`config.mk`:
```
export PLATFORM = sky130hd
export DESIGN_NAME = lvds_word_aligner_flat
export DESIGN_NICKNAME = d
export VERILOG_FILES = /design/src/rtl/lvds_pkg.sv /design/src/rtl/lvds_word_aligner_if.sv /design/src/rtl/lvds_word_aligner.sv /design/src/flat_wrapper.sv
export SDC_FILE = /design/constraint.sdc
export NUM_CORES = 1
export LEC_CHECK = 0
export BUFFER_PORTS_ARGS = -buffer_cell sky130_fd_sc_hd__buf_2
export CAP_MARGIN = 20
export CORE_UTILIZATION = 50
export DETAILED_ROUTE_END_ITERATION = 8
export PLACE_DENSITY = 0.72
export SETUP_SLACK_MARGIN = 0.02
export SLEW_MARGIN = 20
export SYNTH_ARGS = -nofsm -noshare
export SYNTH_HDL_FRONTEND = slang
export SYNTH_SLANG_ARGS = --single-unit
```
`constraint.sdc`:
```
create_clock -name clk -period 2.79 [get_ports clk]
set_input_delay 0.279 -clock clk [delete_from_list [all_inputs] [get_ports clk]]
set_output_delay 0.279 -clock clk [all_outputs]
set_load 0.02 [all_outputs]
```
`src/rtl/lvds_pkg.sv`:
```
// Shared constants and state type for the LVDS receive path.
//
// The init sequencer and the word aligner both use these defaults, so that
// the training pattern and the bitslip latency are defined in one place.
// Contents:
//   align_state_t       - word aligner FSM states
//   LVDS_DATA_WIDTH     - deserialization factor
//   LVDS_TRAIN_PATTERN  - training word sent by the far end
//   LVDS_MATCH_COUNT    - consecutive good words that declare alignment
//   LVDS_SLIP_WAIT      - RX core bitslip latency, in clk cycles
package lvds_pkg;

    typedef enum logic [2:0] {
        IDLE,
        CHECK,
        SLIP,
        WAIT,
        LOCKED,
        FAIL
    } align_state_t;

    localparam int         LVDS_DATA_WIDTH    = 10;
    localparam logic [9:0] LVDS_TRAIN_PATTERN = 10'h3E0;
    localparam int         LVDS_MATCH_COUNT   = 8;
    localparam int         LVDS_SLIP_WAIT     = 4;

endpackage

```
`src/rtl/lvds_word_aligner_if.sv`:
```
// Bundle between the LVDS RX core / init sequencer side and the word aligner.
//
// Signals:
//   start                  level, init sequence complete
//   rx_dpa_locked          DPA lock from the RX core
//   rx_data                deserialized word, one per clk
//   rx_channel_data_align  single-cycle bitslip pulse to the RX core
//   aligned                word boundary found
//   align_error            full rotation tried without finding the pattern
//   slip_count             bitslips issued in the current attempt
// Modports: master drives the inputs and observes the results; slave is
// the aligner.
interface lvds_word_aligner_if
    import lvds_pkg::*;
#(
    parameter int DATA_WIDTH = LVDS_DATA_WIDTH
);
    localparam int SLIP_W = $clog2(DATA_WIDTH + 1);

    logic                  start;
    logic                  rx_dpa_locked;
    logic [DATA_WIDTH-1:0] rx_data;
    logic                  rx_channel_data_align;
    logic                  aligned;
    logic                  align_error;
    logic [SLIP_W-1:0]     slip_count;

    modport master (
        output start, rx_dpa_locked, rx_data,
        input  rx_channel_data_align, aligned, align_error, slip_count
    );

    modport slave (
        input  start, rx_dpa_locked, rx_data,
        output rx_channel_data_align, aligned, align_error, slip_count
    );
endinterface

```
`src/rtl/lvds_word_aligner.sv`:
```
// LVDS word aligner.
//
// After the init sequence completes and DPA is locked, the deserialized
// words are compared against TRAIN_PATTERN. On a mismatch, a single-cycle
// bitslip pulse is sent to the RX core, and comparisons are suspended for
// SLIP_WAIT cycles while the core applies the slip. MATCH_COUNT consecutive
// good words give LOCKED (aligned=1). A mismatch after DATA_WIDTH slips
// gives FAIL (align_error=1). Loss of DPA lock or of start returns to IDLE.
//
// Ports:
//   clk    rising-edge system clock
//   rst_n  synchronous reset, active HIGH (the name is historical)
//   bus    lvds_word_aligner_if slave
//          (start, rx_dpa_locked, rx_data in;
//           rx_channel_data_align, aligned, align_error, slip_count out)
// All outputs are registered.
module lvds_word_aligner
    import lvds_pkg::*;
#(
    parameter int                    DATA_WIDTH    = LVDS_DATA_WIDTH,
    parameter logic [DATA_WIDTH-1:0] TRAIN_PATTERN = DATA_WIDTH'(LVDS_TRAIN_PATTERN),
    parameter int                    MATCH_COUNT   = LVDS_MATCH_COUNT,
    parameter int                    SLIP_WAIT     = LVDS_SLIP_WAIT
) (
    input  logic                 clk,
    input  logic                 rst_n,
    lvds_word_aligner_if.slave   bus
);

    localparam int SLIP_W  = $clog2(DATA_WIDTH + 1);
    localparam int MATCH_W = $clog2(MATCH_COUNT + 1);
    // Keep the wait counter at least one bit wide when SLIP_WAIT is 0.
    localparam int WAIT_W  = (SLIP_WAIT > 0) ? $clog2(SLIP_WAIT + 1) : 1;

    align_state_t       state_q, state_d;
    logic [MATCH_W-1:0] match_cnt_q, match_cnt_d;
    logic [WAIT_W-1:0]  wait_cnt_q, wait_cnt_d;
    logic [WAIT_W-1:0]  wait_next;
    logic [SLIP_W-1:0]  slip_count_q, slip_count_d;
    logic               align_pulse_q, align_pulse_d;
    logic               aligned_q, aligned_d;
    logic               align_error_q, align_error_d;
    logic               link_lost;

    // The slip counter stops at DATA_WIDTH, so it never wraps back to a
    // value that looks like a fresh attempt.
    function automatic logic [SLIP_W-1:0] slip_sat_inc(input logic [SLIP_W-1:0] v);
        if (v >= SLIP_W'(DATA_WIDTH)) begin
            return SLIP_W'(DATA_WIDTH);
        end
        return v + 1'b1;
    endfunction

    always_comb begin
        state_d      = state_q;
        match_cnt_d  = match_cnt_q;
        wait_cnt_d   = wait_cnt_q;
        slip_count_d = slip_count_q;
        wait_next    = wait_cnt_q + 1'b1;

        // Losing DPA lock or start has the same priority. Either one aborts
        // any activity, including a finished LOCKED or FAIL.
        link_lost = (state_q != IDLE) && (!bus.rx_dpa_locked || !bus.start);

        if (link_lost) begin
            state_d      = IDLE;
            match_cnt_d  = '0;
            wait_cnt_d   = '0;
            slip_count_d = '0;
        end else begin
            unique case (state_q)
                IDLE: begin
                    if (bus.start && bus.rx_dpa_locked) begin
                        state_d      = CHECK;
                        match_cnt_d  = '0;
                        wait_cnt_d   = '0;
                        slip_count_d = '0;
                    end
                end
                CHECK: begin
                    if (bus.rx_data == TRAIN_PATTERN) begin
                        match_cnt_d = match_cnt_q + 1'b1;
                        if (match_cnt_q == MATCH_W'(MATCH_COUNT - 1)) begin
                            state_d = LOCKED;
                        end
                    end else begin
                        match_cnt_d = '0;
                        if (slip_count_q >= SLIP_W'(DATA_WIDTH)) begin
                            state_d = FAIL;
                        end else begin
                            state_d      = SLIP;
                            slip_count_d = slip_sat_inc(slip_count_q);
                        end
                    end
                end
                SLIP: begin
                    wait_cnt_d  = '0;
                    match_cnt_d = '0;
                    state_d     = (SLIP_WAIT == 0) ? CHECK : WAIT;
                end
                WAIT: begin
                    // rx_data is ignored here; the core is still applying the slip.
                    wait_cnt_d = wait_next;
                    if (wait_next == WAIT_W'(SLIP_WAIT)) begin
                        state_d     = CHECK;
                        match_cnt_d = '0;
                    end
                end
                LOCKED: begin
                end
                FAIL: begin
                end
                default: begin
                    state_d = IDLE;
                end
            endcase
        end

        // Outputs follow the next state, so they line up with the state register.
        align_pulse_d = (state_d == SLIP);
        aligned_d     = (state_d == LOCKED);
        align_error_d = (state_d == FAIL);
    end

    always_ff @(posedge clk) begin
        if (rst_n) begin
            state_q       <= IDLE;
            match_cnt_q   <= '0;
            wait_cnt_q    <= '0;
            slip_count_q  <= '0;
            align_pulse_q <= 1'b0;
            aligned_q     <= 1'b0;
            align_error_q <= 1'b0;
        end else begin
            state_q       <= state_d;
            match_cnt_q   <= match_cnt_d;
            wait_cnt_q    <= wait_cnt_d;
            slip_count_q  <= slip_count_d;
            align_pulse_q <= align_pulse_d;
            aligned_q     <= aligned_d;
            align_error_q <= align_error_d;
        end
    end

    assign bus.rx_channel_data_align = align_pulse_q;
    assign bus.aligned               = aligned_q;
    assign bus.align_error           = align_error_q;
    assign bus.slip_count            = slip_count_q;

endmodule

```
`src/flat_wrapper.sv`:
```
// flat-port wrapper written by rule: the top's interface ports become plain ports
module lvds_word_aligner_flat import lvds_pkg::*;
#(
    parameter int                    DATA_WIDTH    = LVDS_DATA_WIDTH,
    parameter logic [DATA_WIDTH-1:0] TRAIN_PATTERN = DATA_WIDTH'(LVDS_TRAIN_PATTERN),
    parameter int                    MATCH_COUNT   = LVDS_MATCH_COUNT,
    parameter int                    SLIP_WAIT     = LVDS_SLIP_WAIT
)
  (clk, rst_n, bus_start, bus_rx_dpa_locked, bus_rx_data, bus_rx_channel_data_align, bus_aligned, bus_align_error, bus_slip_count);
  lvds_word_aligner_if #(.DATA_WIDTH(DATA_WIDTH)) bus_i ();
  input  logic clk;
  input  logic rst_n;
  input wire logic [$bits(bus_i.start)-1:0] bus_start;
  input wire logic [$bits(bus_i.rx_dpa_locked)-1:0] bus_rx_dpa_locked;
  input wire logic [$bits(bus_i.rx_data)-1:0] bus_rx_data;
  output wire logic [$bits(bus_i.rx_channel_data_align)-1:0] bus_rx_channel_data_align;
  output wire logic [$bits(bus_i.aligned)-1:0] bus_aligned;
  output wire logic [$bits(bus_i.align_error)-1:0] bus_align_error;
  output wire logic [$bits(bus_i.slip_count)-1:0] bus_slip_count;
  assign bus_i.start = bus_start;
  assign bus_i.rx_dpa_locked = bus_rx_dpa_locked;
  assign bus_i.rx_data = bus_rx_data;
  assign bus_rx_channel_data_align = bus_i.rx_channel_data_align;
  assign bus_aligned = bus_i.aligned;
  assign bus_align_error = bus_i.align_error;
  assign bus_slip_count = bus_i.slip_count;
  lvds_word_aligner #(.DATA_WIDTH(DATA_WIDTH), .TRAIN_PATTERN(TRAIN_PATTERN), .MATCH_COUNT(MATCH_COUNT), .SLIP_WAIT(SLIP_WAIT)) u_core (.clk(clk), .rst_n(rst_n), .bus(bus_i));
endmodule
```
==> qor_table.md, run 1 <==
| Parameter | Reported | Unit |
|:---|:---|:---|
| Achievable clock frequency | 0.535 | GHz |
| Worst slew pin tran | 533 | ps |
| Via count of the routed design | 951 | - |
| Depth of the CTS H-tree | 1 | - |
| Routability cong. | 0.849 | - |
| Average wire per standard cell | 13.7 | µm |
| DR DRC count | 0 | - |
| Largest buffer count on any clock path | 2 | - |
| Highest fanout seen on the critical path | 13 | - |
| First drt pass iteration count | 4 | - |
| Count of final max-slew check failures | 0 | - |
| Crit path capture type | flip-flop | - |
| IR drop worst, VDD | 0.248 | mV |
| Core ar. | 0.00178 | mm² |
| Hold Fails Final Rpt | 0 | - |
| Core Rows | 15 | - |
| Endpoint required time on the critical path | 3010 | ps |
| Global-route wire length before repair | 3380 | µm |
| Clk_lat worst skew | 280 | ps |
| Cell at the slowest stage of the critical path | sky130_fd_sc_hd__or3b_1 | - |
| Reg-to-Reg Start | u_core.state_q[1]$_SDFF_PP0_ | - |
| # nets final | 151 | - |
| Post-cts hold buffer count | 0 | - |
| Number of standard cells after synthesis | 110 | - |
| Critical R2R Capture | u_core.bus.aligned$_SDFF_PP0_ | - |
| Dpl cell area | 0.00111 | mm² |
| Horizontal die dimension | 46.4 | µm |
| Number of gates given a new drive strength after cts | 0 | - |
| Netlist area before placement | 986 | µm² |
| Number of warnings issued by yosys | 0 | - |
| M1 wire length | 1060 | µm |
| Maximum number of pins on one net before global-route repair | 16 | - |
| DR vias/cell | 6.10 | - |
| Area growth from synthesis to layout | 15.4 | % |
| Number of DRC markers after the initial detailed-route iteration | 35 | - |
| Met3 WL post-DR | 122 | µm |
| Avg Inst Size Synth | 8.96 | µm² |
| Crit-path leading delay family | simple AND/OR/NAND/NOR gates | - |
| Initial antenna violation count | 0 | - |
| Netlist cell types | 44 | - |
| Final period utilization | 67.0 | % |
| Number of synthesized register bits | 17 | - |
| Cells along the critical path | or3b_1, nor4_1, nand3b_1, a21oi_1 | - |
| RSZ-0062 raised after global routing | no | - |
| Setup Skew | 2.49 | ps |
| Buffer cell driving the clock tree root | sky130_fd_sc_hd__clkbuf_4 | - |
| # diodes | 0 | - |
| Number of global-route vias before repair | 802 | - |
| Height of the chip | 46.4 | µm |
| Result of the run | completed | - |
| Async SR Flop Fraction | 0 | % |
| Cts bufs inserted | 3 | - |
| Final setup TNS | 0 | ps |
| Minimum period implied by the final worst setup slack | 1870 | ps |
| HPWL Detailed | 1670 | µm |
| Main flop type after synthesis | sky130_fd_sc_hd__dfxtp_1 | - |
| Count of nets left with antenna violations after detail routing | 0 | - |
| Layout Cell Area excl Fill | 0.00114 | mm² |
| Worst-case headroom to the max-slew limit | 64.1 | % |
| Count of buffers inserted at the top-level ports | 20 | - |
| Highest signal layer in the routed design | met4 | - |
| Clock transition time at the flip-flop clock pins of the worst setup and hold paths | 100 | ps |
| Top-Level Pins | 21 | - |
| Initial Util | 55.3 | % |
| Final core utilization | 63.8 | % |
| Sequential-to-total area share from yosys stat | 34.5 | % |
| Sinks on the clock net | 17 | - |
| Net count of the mapped netlist | 129 | - |
| Maxcap violations | 0 | - |
| Number of post-CTS setup repair buffers | 0 | - |
| Worst setup timing slack at the placement stage | 835 | ps |
| Crit path setup slack, layout | 922 | ps |
| Total of endpoints with negative setup slack in the final report | 0 | - |
| Worst setup path category | reg -> reg | - |
| Overall fraction of global-route tracks in use | 22.4 | % |
| Areal power density over the cells | 478 | mW/mm² |
| Critical path buffers and inverters | 0 | - |
| Number of flops mapped to enable cells by yosys | 0 | - |
| Start point of the worst min-delay path | rst_n | - |
| Amount of wire on met2 after detailed routing | 932 | µm |
| Delay contributed by the slowest stage of the critical path | 530 | ps |
| Fraction of layout instances using a drive strength above 1 | 22.9 | % |
| Worst min path class | in -> reg | - |
| TritonCTS clock tree | yes | - |
| Arrival time of the worst setup path | 2090 | ps |
| Remaining global-route overflow | 0 | - |
| Count of cells along the worst hold path | 4 | - |
| Terminating pin of the worst hold path | u_core.bus.slip_count[2]$_SDFFE_PP0P_ | - |
| Depth of the worst register-to-register path | 4 | - |
| Reported leakage power | 0.000476 | µW |
| Die area | 0.00215 | mm² |
| Register-to-register setup slack | 920 | ps |
| Final WL | 2130 | µm |
| Critical Path Source Type | flip-flop | - |
## placed cells by master, fill, tap and decap left out, types with 2 or more instances in the layout
master                     Yosys  routed
sky130_fd_sc_hd__nor2b_1       3       3
sky130_fd_sc_hd__a32oi_1       3       3
sky130_fd_sc_hd__and3b_1       2       2
sky130_fd_sc_hd__nor2_1       11      11
sky130_fd_sc_hd__o311a_1       2       2
sky130_fd_sc_hd__nand3b_1      2       2
sky130_fd_sc_hd__buf_2         0      20
sky130_fd_sc_hd__inv_1         3       3
sky130_fd_sc_hd__a21oi_1       4       4
sky130_fd_sc_hd__dfxtp_1      17      17
sky130_fd_sc_hd__and4_1        2       2
sky130_fd_sc_hd__nand2b_1      4       4
sky130_fd_sc_hd__a311oi_1      2       2
sky130_fd_sc_hd__nor4_1        2       2
sky130_fd_sc_hd__o311ai_0      2       2
sky130_fd_sc_hd__o211ai_1      2       2
sky130_fd_sc_hd__clkbuf_4      0       3
sky130_fd_sc_hd__ha_1          5       5
sky130_fd_sc_hd__nand4_1       2       2
sky130_fd_sc_hd__mux2i_1       3       3
sky130_fd_sc_hd__nand2_1      10      10
sky130_fd_sc_hd__nor3_1        2       2
## per-stage QoR
stage / hold slack [ps] / std cells / power (µW)
after floorplan: 443 / 110 / 374
after global placement: 456 / 152 / 414
after detailed placement: 471 / 152 / 416
after CTS: 378 / 156 / 547
after global routing: 398 / 156 / 574
final: 385 / 156 / 544
## synthesized netlist by cell type (3+ instances only)
cell type / n / area, µm²
sky130_fd_sc_hd__dfxtp_1: 17 / 340
sky130_fd_sc_hd__nor2b_1: 3 / 18.8
sky130_fd_sc_hd__a21oi_1: 4 / 20.0
sky130_fd_sc_hd__ha_1: 5 / 62.6
sky130_fd_sc_hd__nand2_1: 10 / 37.5
sky130_fd_sc_hd__nand2b_1: 4 / 25.0
sky130_fd_sc_hd__a32oi_1: 3 / 26.3
sky130_fd_sc_hd__inv_1: 3 / 11.3
sky130_fd_sc_hd__clkbuf_1: 4 / 15.0
sky130_fd_sc_hd__mux2i_1: 3 / 30.0
sky130_fd_sc_hd__nor2_1: 11 / 41.3
## worst reg2reg max path, cell delays in order (launching register included)
cell and delay (ps):
sky130_fd_sc_hd__dfxtp_1 430, sky130_fd_sc_hd__or3b_1 530, sky130_fd_sc_hd__nor4_1 450, sky130_fd_sc_hd__nand3b_1 220, sky130_fd_sc_hd__a21oi_1 170
## logic make-up (layout without fill, tap and decap cells)
kind of cell             count (synthesis)  after routing  share of synthesized area, %
AND/OR/NAND/NOR                         46             46                          27.0
AO/OA/AOI/OAI                           31             31                          25.3
flip-flops                              17             17                          34.5
buffers and inverters                    7             28                          2.66
adder cells (fa/ha/maj)                  5              5                          6.35
multiplexers                             4              4                          4.19
## state kept, by name (all words and copies together) (netlist names)
signal                            count
u_core.bus.align_error                1
u_core.bus.aligned                    1
u_core.bus.rx_channel_data_align      1
u_core.bus.slip_count                 4
u_core.match_cnt_q                    4
u_core.state_q                        3
u_core.wait_cnt_q                     3
## worst max-delay path by stage
stage	startpoint	to	slack, ps	cells past startpoint
4_1_cts	u_core.state_q[1]$_SDFF_PP0_	u_core.bus.align_error$_SDFF_PP0_	960	4
6_report	u_core.state_q[1]$_SDFF_PP0_	u_core.bus.aligned$_SDFF_PP0_	920	4
2_1_floorplan	bus_rx_data[1]	u_core.bus.slip_count[1]$_SDFFE_PP0P_	1030	4
3_5_place_dp	bus_rx_data[1]	u_core.bus.slip_count[1]$_SDFFE_PP0P_	830	5
3_3_place_gp	bus_rx_data[1]	u_core.bus.slip_count[1]$_SDFFE_PP0P_	860	5
5_1_grt	u_core.state_q[1]$_SDFF_PP0_	u_core.bus.align_error$_SDFF_PP0_	840	4
## routing by layer
metal | track usage [%] | vias to the layer above
li1 | - | 476
met1 | 29.9 | 433
met2 | 34.4 | 40
met3 | 4.71 | 2
met4 | 9.41 | 0
met5 | 0 | -
## power by group
part	internal, µW	total (µW)	switching (µW)
clock network	53.2	132	78.9
logic	58.1	145	87.2
registers	253	266	13.3
total	364	544	179
## area by class of cell
type                       count  area [µm²]
tap                           25        31.3
multi-input combinational     86         619
fill                         156         646
sequential                    17         340
timing repair buffer          21         108
inverter                       3        11.3
clock inverter                 1        5.00
clock buffer                   3        22.5
No activity file was read; power rests on OpenSTA's default activity.
==> run 2, diff against run 1 <==
- CORE_UTILIZATION: 50 -> 47
- PLACE_DENSITY: 0.72 -> 0.71
- clock period: 2.79 -> 1.6 ns (I/O delays scaled with it)
==> qor_table.md, run 2 (synthesis results as in run 1) <==
| Parameter | Reported | Unit |
|:---|:---|:---|
| Hold Fails Final Rpt | 0 | - |
| # diodes | 0 | - |
| Maximum number of pins on one net before global-route repair | 16 | - |
| Count of buffers inserted at the top-level ports | 20 | - |
| Cts bufs inserted | 3 | - |
| Crit-path leading delay family | simple AND/OR/NAND/NOR gates | - |
| Areal power density over the cells | 793 | mW/mm² |
| Routability cong. | 0.897 | - |
| Worst setup timing slack at the placement stage | -181 | ps |
| Leading cell type in the layout, fill and taps excluded | sky130_fd_sc_hd__buf_2 | - |
| Sinks on the clock net | 17 | - |
| Initial antenna violation count | 0 | - |
| Crit path setup slack, layout | 46.5 | ps |
| Depth of the CTS H-tree | 1 | - |
| HPWL Detailed | 1880 | µm |
| Largest buffer count on any clock path | 2 | - |
| Minimum period implied by the final worst setup slack | 1550 | ps |
| Critical path buffers and inverters | 0 | - |
| Cells along the critical path | or3b_4, nor4_4, a41oi_1, a311oi_1 | - |
| Fraction of layout instances using a drive strength above 1 | 39.3 | % |
| Die area | 0.00228 | mm² |
| Remaining global-route overflow | 0 | - |
| Result of the run | completed | - |
| Final setup TNS | 0 | ps |
| Global-route wire length before repair | 3950 | µm |
| Critical Path Source Type | flip-flop | - |
| Core ar. | 0.00196 | mm² |
| Reported leakage power | 0.000544 | µW |
| Horizontal die dimension | 47.8 | µm |
| Layout Cell Area excl Fill | 0.00131 | mm² |
| DR DRC count | 0 | - |
| Delay contributed by the slowest stage of the critical path | 430 | ps |
| Achievable clock frequency | 0.644 | GHz |
| Area growth from synthesis to layout | 33.1 | % |
| Final WL | 2440 | µm |
| Clock transition time at the flip-flop clock pins of the worst setup and hold paths | 100 | ps |
| Final period utilization | 97.1 | % |
| Via count of the routed design | 988 | - |
| Height of the chip | 47.8 | µm |
| Arrival time of the worst setup path | 1750 | ps |
| Post-cts hold buffer count | 0 | - |
| Count of final max-slew check failures | 0 | - |
| Buffer cell driving the clock tree root | sky130_fd_sc_hd__clkbuf_4 | - |
| First drt pass iteration count | 4 | - |
| Clk_lat worst skew | 290 | ps |
| Worst min path class | in -> reg | - |
| Maxcap violations | 0 | - |
| Worst slew pin tran | 335 | ps |
| DR vias/cell | 5.74 | - |
| Core Rows | 16 | - |
| Dpl cell area | 0.00122 | mm² |
| Average wire per standard cell | 14.2 | µm |
| Power Total | 1040 | µW |
| Crit path capture type | flip-flop | - |
| Number of global-route vias before repair | 931 | - |
| Cell at the slowest stage of the critical path | sky130_fd_sc_hd__or3b_4 | - |
| Top-Level Pins | 21 | - |
| Setup Skew | 6.21 | ps |
| Endpoint required time on the critical path | 1790 | ps |
| Worst-case headroom to the max-slew limit | 77.5 | % |
| RSZ-0062 raised after global routing | yes | - |
| # nets final | 165 | - |
| Highest fanout seen on the critical path | 4 | - |
| TritonCTS clock tree | yes | - |
| Worst setup path category | reg -> reg | - |
| IR drop worst, VDD | 0.597 | mV |
| Overall fraction of global-route tracks in use | 24.9 | % |
| Number of DRC markers after the initial detailed-route iteration | 33 | - |
| Final core utilization | 66.9 | % |
| Initial Util | 50.3 | % |
| Total of endpoints with negative setup slack in the final report | 0 | - |
| Commonest non-fill, non-tap cells in the layout | sky130_fd_sc_hd__buf_2, sky130_fd_sc_hd__buf_4, sky130_fd_sc_hd__dfxtp_1 | - |
| Count of nets left with antenna violations after detail routing | 0 | - |
==> run 2: changes by cell type in the layout (fill, tap and decap cells not counted), sizes merged <==
cell / delta
buf: +14
clkinv: -1
clkbuf: +1
==> run 2: per-layer routing <==
layer  GRT usage [%]  wire length [µm]
met5               0                 0
met4            7.78                16
met3            4.53                77
met2            43.2              1290
met1            31.1              1060
==> run 2: worst reg2reg max path: stages (launching register included) <==
cell	delay, ps
sky130_fd_sc_hd__dfxtp_2	330
sky130_fd_sc_hd__or3b_4	430
sky130_fd_sc_hd__nor4_4	310
sky130_fd_sc_hd__a41oi_1	160
sky130_fd_sc_hd__a311oi_1	220
==> run 2: worst paths after layout <==
check                                  endpoint  cells after the start  slack [ps]                               from
min reg2reg   u_core.wait_cnt_q[0]$_SDFFE_PP0P_                      2         470  u_core.wait_cnt_q[0]$_SDFFE_PP0P_
max          u_core.match_cnt_q[3]$_SDFFE_PP0P_                      4          50       u_core.state_q[2]$_SDFF_PP0_
max reg2reg  u_core.match_cnt_q[3]$_SDFFE_PP0P_                      4          50       u_core.state_q[2]$_SDFF_PP0_
min                u_core.state_q[2]$_SDFF_PP0_                      4         300                              rst_n
==> run 2: cell type report <==
| class | count | area [µm²] |
|---|---|---|
| Multi-Input combinational cell | 86 | 683 |
| Sequential cell | 17 | 345 |
| Timing Repair Buffer | 35 | 213 |
| Fill cell | 177 | 649 |
| Tap cell | 27 | 33.8 |
| Inverter | 3 | 11.3 |
| Clock buffer | 4 | 26.3 |
==> run 2: timing repair <==
item,CTS,global route
pin swaps,3,7
buffers inserted,0,1
endpoints found under the setup margin,8,11
gates resized for setup,7,10
==> run 2: power by group <==
| group | leakage [µW] | internal (µW) | total (µW) | switching [µW] |
|---|---|---|---|---|
| combinational | 0.000390 | 168 | 361 | 193 |
| clock | 0.0000150 | 96.8 | 228 | 131 |
| sequential | 0.000139 | 443 | 452 | 8.99 |
| total | 0.000544 | 708 | 1040 | 333 |
==> run 2: through the flow <==
step	hold WS (ps)	std cells
final	297	172
after global routing	315	172
after CTS	284	171
after detailed placement	464	168
after global placement	453	168
after floorplan	383	110
